===== src/rtl/integer_file_sb.sv =====
// Integer register file with a per-register busy scoreboard and a
// sequential clear engine.
// Read ports: two, one-cycle registered latency. Write port: one.
// Register 0 always reads as zero and is never busy.
// A pulse on clr_req_in zeroes registers 1..NUM_REGS-1, one per cycle.
// Writes and reservations are not accepted while the clear runs.
// Optional feature: define INTEGER_FILE_BYPASS_EN. A read then returns
// the data of a same-edge write to the same address. When the macro is
// undefined, the read returns the value held before that write.
module integer_file_sb #(
    parameter int DATA_W = 32,
    parameter int ADDR_W = 5
) (
    input  logic              clk_in,
    input  logic              rst_in,
    input  logic [ADDR_W-1:0] rs_1_addr_in,
    input  logic [ADDR_W-1:0] rs_2_addr_in,
    input  logic [ADDR_W-1:0] rd_addr_in,
    input  logic [DATA_W-1:0] rd_in,
    input  logic              wr_en_in,
    input  logic              rsv_en_in,
    input  logic [ADDR_W-1:0] rsv_addr_in,
    input  logic              clr_req_in,
    output logic [DATA_W-1:0] rs_1_out,
    output logic [DATA_W-1:0] rs_2_out,
    output logic              rs_1_busy_out,
    output logic              rs_2_busy_out,
    output logic              wr_ready_out,
    output logic              clr_busy_out,
    output logic              clr_done_out
);

    localparam int NUM_REGS = 2**ADDR_W;
    localparam logic [ADDR_W-1:0] LAST_IDX = ADDR_W'(NUM_REGS - 1);

    typedef enum logic {IDLE, CLEAR} state_t;

    state_t            state_reg, state_next;
    logic [ADDR_W-1:0] cnt_reg, cnt_next;
    logic              clr_done_reg, clr_done_next;
    logic              clr_start, clr_zero;

    logic [DATA_W-1:0] regs [NUM_REGS];
    logic [NUM_REGS-1:0] busy_vec;

    logic              wr_accept, rsv_accept;
    logic [DATA_W-1:0] rs_1_data, rs_2_data;
    logic              rs_1_busy, rs_2_busy;

    assign wr_ready_out = (state_reg == IDLE);
    assign clr_busy_out = (state_reg == CLEAR);
    assign clr_done_out = clr_done_reg;

    // A write to r0 is dropped. A reservation is dropped during a clear and
    // on the clear entry edge, because the busy wipe takes priority there.
    assign wr_accept  = wr_en_in && wr_ready_out && (rd_addr_in != '0);
    assign rsv_accept = rsv_en_in && (state_reg == IDLE) && !clr_req_in &&
                        (rsv_addr_in != '0);

    // Clear FSM next state: the counter walks 1..NUM_REGS-1, then returns to IDLE
    always_comb begin
        state_next    = state_reg;
        cnt_next      = cnt_reg;
        clr_done_next = 1'b0;
        clr_start     = 1'b0;
        clr_zero      = 1'b0;
        case (state_reg)
            IDLE: begin
                if (clr_req_in) begin
                    state_next = CLEAR;
                    cnt_next   = ADDR_W'(1);
                    clr_start  = 1'b1;
                end
            end
            CLEAR: begin
                clr_zero = 1'b1;
                if (cnt_reg == LAST_IDX) begin
                    state_next    = IDLE;
                    cnt_next      = '0;
                    clr_done_next = 1'b1;
                end else begin
                    cnt_next = cnt_reg + ADDR_W'(1);
                end
            end
            default: state_next = IDLE;
        endcase
    end

    // Clear FSM state, counter and done pulse registers
    always_ff @(posedge clk_in or posedge rst_in) begin
        if (rst_in) begin
            state_reg    <= IDLE;
            cnt_reg      <= '0;
            clr_done_reg <= 1'b0;
        end else begin
            state_reg    <= state_next;
            cnt_reg      <= cnt_next;
            clr_done_reg <= clr_done_next;
        end
    end

    // Storage and busy bit for each register. r0 is tied to zero.
    for (genvar gi = 0; gi < NUM_REGS; gi++) begin : g_reg
        if (gi == 0) begin : g_zero
            assign regs[gi]     = '0;
            assign busy_vec[gi] = 1'b0;
        end else begin : g_store
            logic [DATA_W-1:0] data_reg;
            logic              busy_reg;

            // The clear sweep and external writes never coincide:
            // writes are refused while the clear runs.
            always_ff @(posedge clk_in or posedge rst_in) begin
                if (rst_in) begin
                    data_reg <= '0;
                end else if (clr_zero && (cnt_reg == ADDR_W'(gi))) begin
                    data_reg <= '0;
                end else if (wr_accept && (rd_addr_in == ADDR_W'(gi))) begin
                    data_reg <= rd_in;
                end
            end

            // On a collision, the set from a reservation beats the clear from a write
            always_ff @(posedge clk_in or posedge rst_in) begin
                if (rst_in) begin
                    busy_reg <= 1'b0;
                end else if (clr_start) begin
                    busy_reg <= 1'b0;
                end else if (rsv_accept && (rsv_addr_in == ADDR_W'(gi))) begin
                    busy_reg <= 1'b1;
                end else if (wr_accept && (rd_addr_in == ADDR_W'(gi))) begin
                    busy_reg <= 1'b0;
                end
            end

            assign regs[gi]     = data_reg;
            assign busy_vec[gi] = busy_reg;
        end
    end

    // Read port data and busy selection, with optional same-edge write forwarding
    always_comb begin
        rs_1_data = regs[rs_1_addr_in];
        rs_2_data = regs[rs_2_addr_in];
        rs_1_busy = busy_vec[rs_1_addr_in];
        rs_2_busy = busy_vec[rs_2_addr_in];
`ifdef INTEGER_FILE_BYPASS_EN
        if (wr_accept && (rd_addr_in == rs_1_addr_in)) begin
            rs_1_data = rd_in;
            rs_1_busy = rsv_accept && (rsv_addr_in == rs_1_addr_in);
        end
        if (wr_accept && (rd_addr_in == rs_2_addr_in)) begin
            rs_2_data = rd_in;
            rs_2_busy = rsv_accept && (rsv_addr_in == rs_2_addr_in);
        end
`endif
    end

    // Registered read outputs
    always_ff @(posedge clk_in or posedge rst_in) begin
        if (rst_in) begin
            rs_1_out      <= '0;
            rs_2_out      <= '0;
            rs_1_busy_out <= 1'b0;
            rs_2_busy_out <= 1'b0;
        end else begin
            rs_1_out      <= rs_1_data;
            rs_2_out      <= rs_2_data;
            rs_1_busy_out <= rs_1_busy;
            rs_2_busy_out <= rs_2_busy;
        end
    end

endmodule

===== config.mk =====
export PLATFORM = sky130hd
export DESIGN_NAME = integer_file_sb
export DESIGN_NICKNAME = d
export VERILOG_FILES = /design/src/rtl/integer_file_sb.sv
export SDC_FILE = /design/constraint.sdc
export NUM_CORES = 2
export LEC_CHECK = 0
export ABC_CLOCK_PERIOD_IN_PS = 45600
export CAP_MARGIN = 15
export CELL_PAD_IN_SITES_DETAIL_PLACEMENT = 0
export CELL_PAD_IN_SITES_GLOBAL_PLACEMENT = 2
export CORE_MARGIN = 3
export CORE_UTILIZATION = 38
export CTS_CLUSTER_SIZE = 14
export DETAILED_ROUTE_END_ITERATION = 10
export GPL_ROUTABILITY_DRIVEN = 0
export PLACE_DENSITY_LB_ADDON = 0.1
export SYNTH_ARGS = -nofsm -noshare
export SYNTH_HDL_FRONTEND = slang
export SYNTH_SLANG_ARGS = --single-unit

===== constraint.sdc =====
create_clock -name clk_in -period 45.6 [get_ports clk_in]
set_clock_uncertainty 0.15 [all_clocks]
set_input_delay 9.12 -clock clk_in [delete_from_list [all_inputs] [get_ports clk_in]]
set_output_delay 9.12 -clock clk_in [all_outputs]
set_load 0.01 [all_outputs]

==> flow_summary.json <==
{
  "status": "finished, final reports clean",
  "fin_setup_tns_ps": 0,
  "min_path_cells": 1,
  "drtIter0Drc": 5121,
  "cts_made_buffers": 136,
  "crit_type": "input pin to flop",
  "period_minus_slack_ps": 13150,
  "vias_per_cell": 7.225,
  "cts_tree": "built",
  "largest_reg_flops": 992,
  "seqPwrFrac_pct": 42.1,
  "timing.fmax_mhz": 76.06,
  "postCtsSetupBuffers": 0,
  "p_int_mw": 2.039,
  "syn_area_per_cell_um2": 13.71,
  "vdd_drop_max_v": 0.00003030,
  "vias": 42979,
  "drv_slew": 0,
  "cts-resized-gates": 0,
  "cts.sinks": 1096,
  "start_util_pct": 38.45,
  "cap_viol_max_count": 0,
  "postRouteAntennaNets": 0,
  "drc": 0,
  "syn_inst": 4048,
  "setup_viol": 0,
  "syn_nets": 4111,
  "io_pins": 126,
  "wl_per_cell_um": 41.57,
  "hp-start": "g_reg[23].g_store.data_reg[15]$_DFFE_PP0P_",
  "synth.area.top_cells": "dfrtp_1, a22o_1, mux4_2",
  "fillers": 12918,
  "switching_share_pct": 30.59,
  "r2r_cells": 6,
  "r2r_end": "g_reg[27].g_store.data_reg[16]$_DFFE_PP0P_",
  "io_buffers": 125,
  "crit_arrival_ps": 13640,
  "synthesis.area_mm2": 0.05551,
  "netSwitchingPower_mw": 0.8986,
  "final_cells": 5949,
  "clock_path_buffers": 3,
  "postCtsHoldBufs": 0,
  "core_mm2": 0.1444,
  "drive_above_1_share_pct": 22.56,
  "fin_nets": 4000,
  "hpwl_um": 131200,
  "grt_pass1_vias": 44259,
  "yosysSeqAreaShare_pct": 49.41,
  "yosysWarnings": 0,
  "grt-ovfl-total": 0,
  "syn_to_final_growth_pct": 13.98,
  "final_cell_mix": "a22o_1, dfrtp_1, mux4_2",
  "cp.required_ps": 46090,
  "netlist.area_leader.share_pct": 49.41,
  "startpoint_type": "input pin",
  "power_mw": 2.938,
  "die_area_mm2": 0.1507,
  "finalCritPeriodShare_pct": 28.83,
  "ff_latch_area_mm2": 0.02743,
  "fp.dieH_um": 388.2,
  "rows": 139,
  "p_per_area_mw_per_mm2": 46.43,
  "combPwrFrac_pct": 20.6,
  "die_w_um": 388.2,
  "synth.largest_area_cell": "dfrtp_1",
  "hold_violations": 0,
  "drtPass1Iterations": 5,
  "multi_input_comb_area_mm2": 0.02637,
  "grt_max_degree": 179,
  "max_slew.worst_pin.slew_ps": 1167,
  "p_clk_share_pct": 37.3,
  "grt.total_usage_pct": 32.37,
  "hold_end": "g_reg[23].g_store.data_reg[15]$_DFFE_PP0P_",
  "hold_path.class": "flop to flop",
  "layout_commonest_cell": "a22o_1",
  "critPathMaxFanout": 70,
  "synth_seq_cells": 1096,
  "leakagePower_nw": 27.96,
  "clock_latency_ps": 790,
  "grt_pass1_wl_um": 348600,
  "slew_headroom_pct": 21.93,
  "rsz0062_at_grt": "false",
  "end_kind": "flop",
  "cts_root_buf": "clkbuf_16",
  "drt-total-wl_um": 247300,
  "place_inst": 5694,
  "yosysUniqueCellTypes": 39,
  "r2r_slack_ps": 41610,
  "clk_pin_slew_worst_paths_ps": 60,
  "cts_max_level": 4,
  "rr_startpoint": "clr_busy_out$_DFF_PP0_",
  "antenna_found_initial": 10
}
==> worst max-delay path by stage <==
stage	from	endpoint	slack, ps	depth (start not counted)
floorplan	rst_in	clr_busy_out$_DFF_PP0_	5470	1
global placement	rs_2_addr_in[0]	rs_2_out[18]$_DFF_PP0_	31670	8
detailed placement	rs_2_addr_in[0]	rs_2_out[18]$_DFF_PP0_	31660	8
CTS	rs_2_addr_in[0]	rs_2_out[18]$_DFF_PP0_	32500	8
global route	rs_2_addr_in[0]	rs_2_out[18]$_DFF_PP0_	32220	8
finish	rs_2_addr_in[0]	rs_2_out[18]$_DFF_PP0_	32450	8
==> logic make-up after synthesis <==
| group | synth area share [%] |
|---|---|
| AO/OA/AOI/OAI | 22.65 |
| adder cells (fa/ha/maj) | 0.1352 |
| buffers and inverters | 4.082 |
| flip-flops | 49.41 |
| multiplexers | 20.99 |
| AND/OR/NAND/NOR | 2.727 |
==> worst max-delay path, stage by stage <==
cell,delay (ps)
buf_8,630
buf_4,740
buf_4,870
buf_4,820
mux4_2,600
a22o_1,250
o21ai_1,280
o31ai_1,120
==> through the flow <==
stage	instance area [µm²]	hold slack, ps	setup WS, ps	util, %
floorplan	55510	326.5	5472	-
global placement	58580	343.5	31670	40.58
detailed placement	58610	346.7	31660	40.60
CTS	63070	367.2	32500	43.69
global route	63260	377.4	32220	43.82
finish	63270	363.2	32450	43.83
==> power by group through the flow <==
| stage | combinational [mW] | sequential [mW] | clock [mW] |
|---|---|---|---|
| 2_1_floorplan | 0.384 | 1.21 | 0 |
| 3_3_place_gp | 0.583 | 1.24 | 0 |
| 3_5_place_dp | 0.595 | 1.25 | 0 |
| 4_1_cts | 0.597 | 1.23 | 1.11 |
| 5_1_grt | 0.632 | 1.25 | 1.15 |
| 6_report | 0.605 | 1.24 | 1.10 |
==> layout make-up <==
class	count	area share [%]
sequential	1096	43.35
tap	1903	3.763
antenna	7	0.02769
clock inverter	36	0.6269
inverter	8	0.05933
timing repair buffer	273	4.066
multi-input combinational	2422	41.68
clock buffer	204	6.425
==> metal layers <==
| layer | vias to the layer above | wire length (µm) | share of wire, % | GRT usage [%] |
|---|---|---|---|---|
| met1 | 23196 | 96910 | 39 | 42.25 |
| li1 | 16140 | - | - | - |
| met3 | 741 | 22890 | 9.3 | 8.122 |
| met5 | - | 7 | 0.0028 | 0 |
| met4 | 2 | 14110 | 5.7 | 17.09 |
| met2 | 2900 | 113400 | 46 | 49.88 |
==> synthesized netlist by cell type <==
| master | number |
|---|---|
| nor3b_2 | 1 |
| nor2_1 | 42 |
| nand3_1 | 32 |
| o22ai_1 | 68 |
| and4_1 | 2 |
| clkbuf_4 | 3 |
| o31ai_1 | 68 |
| mux2i_1 | 200 |
| and3_1 | 10 |
| or3b_1 | 1 |
| nand3b_2 | 1 |
| buf_6 | 1 |
| or4b_1 | 1 |
| nor3_2 | 21 |
| buf_2 | 151 |
| or2_1 | 2 |
| mux4_2 | 396 |
| dfrtp_1 | 1096 |
| nor2b_1 | 14 |
| nor3_1 | 2 |
| clkbuf_2 | 1 |
| and3b_1 | 4 |
| nor3b_1 | 3 |
| and2_1 | 72 |
| nand2b_1 | 9 |
| buf_1 | 23 |
| o21ai_0 | 3 |
| inv_1 | 8 |
| a21oi_1 | 30 |
| ha_1 | 6 |
| a211oi_1 | 66 |
| a22oi_1 | 31 |
| clkbuf_1 | 325 |
| nor3_4 | 10 |
| a22o_1 | 1189 |
| buf_4 | 18 |
| mux2_2 | 65 |
| nand2_1 | 7 |
| o21ai_1 | 66 |
(Power assumes the default switching activity.)
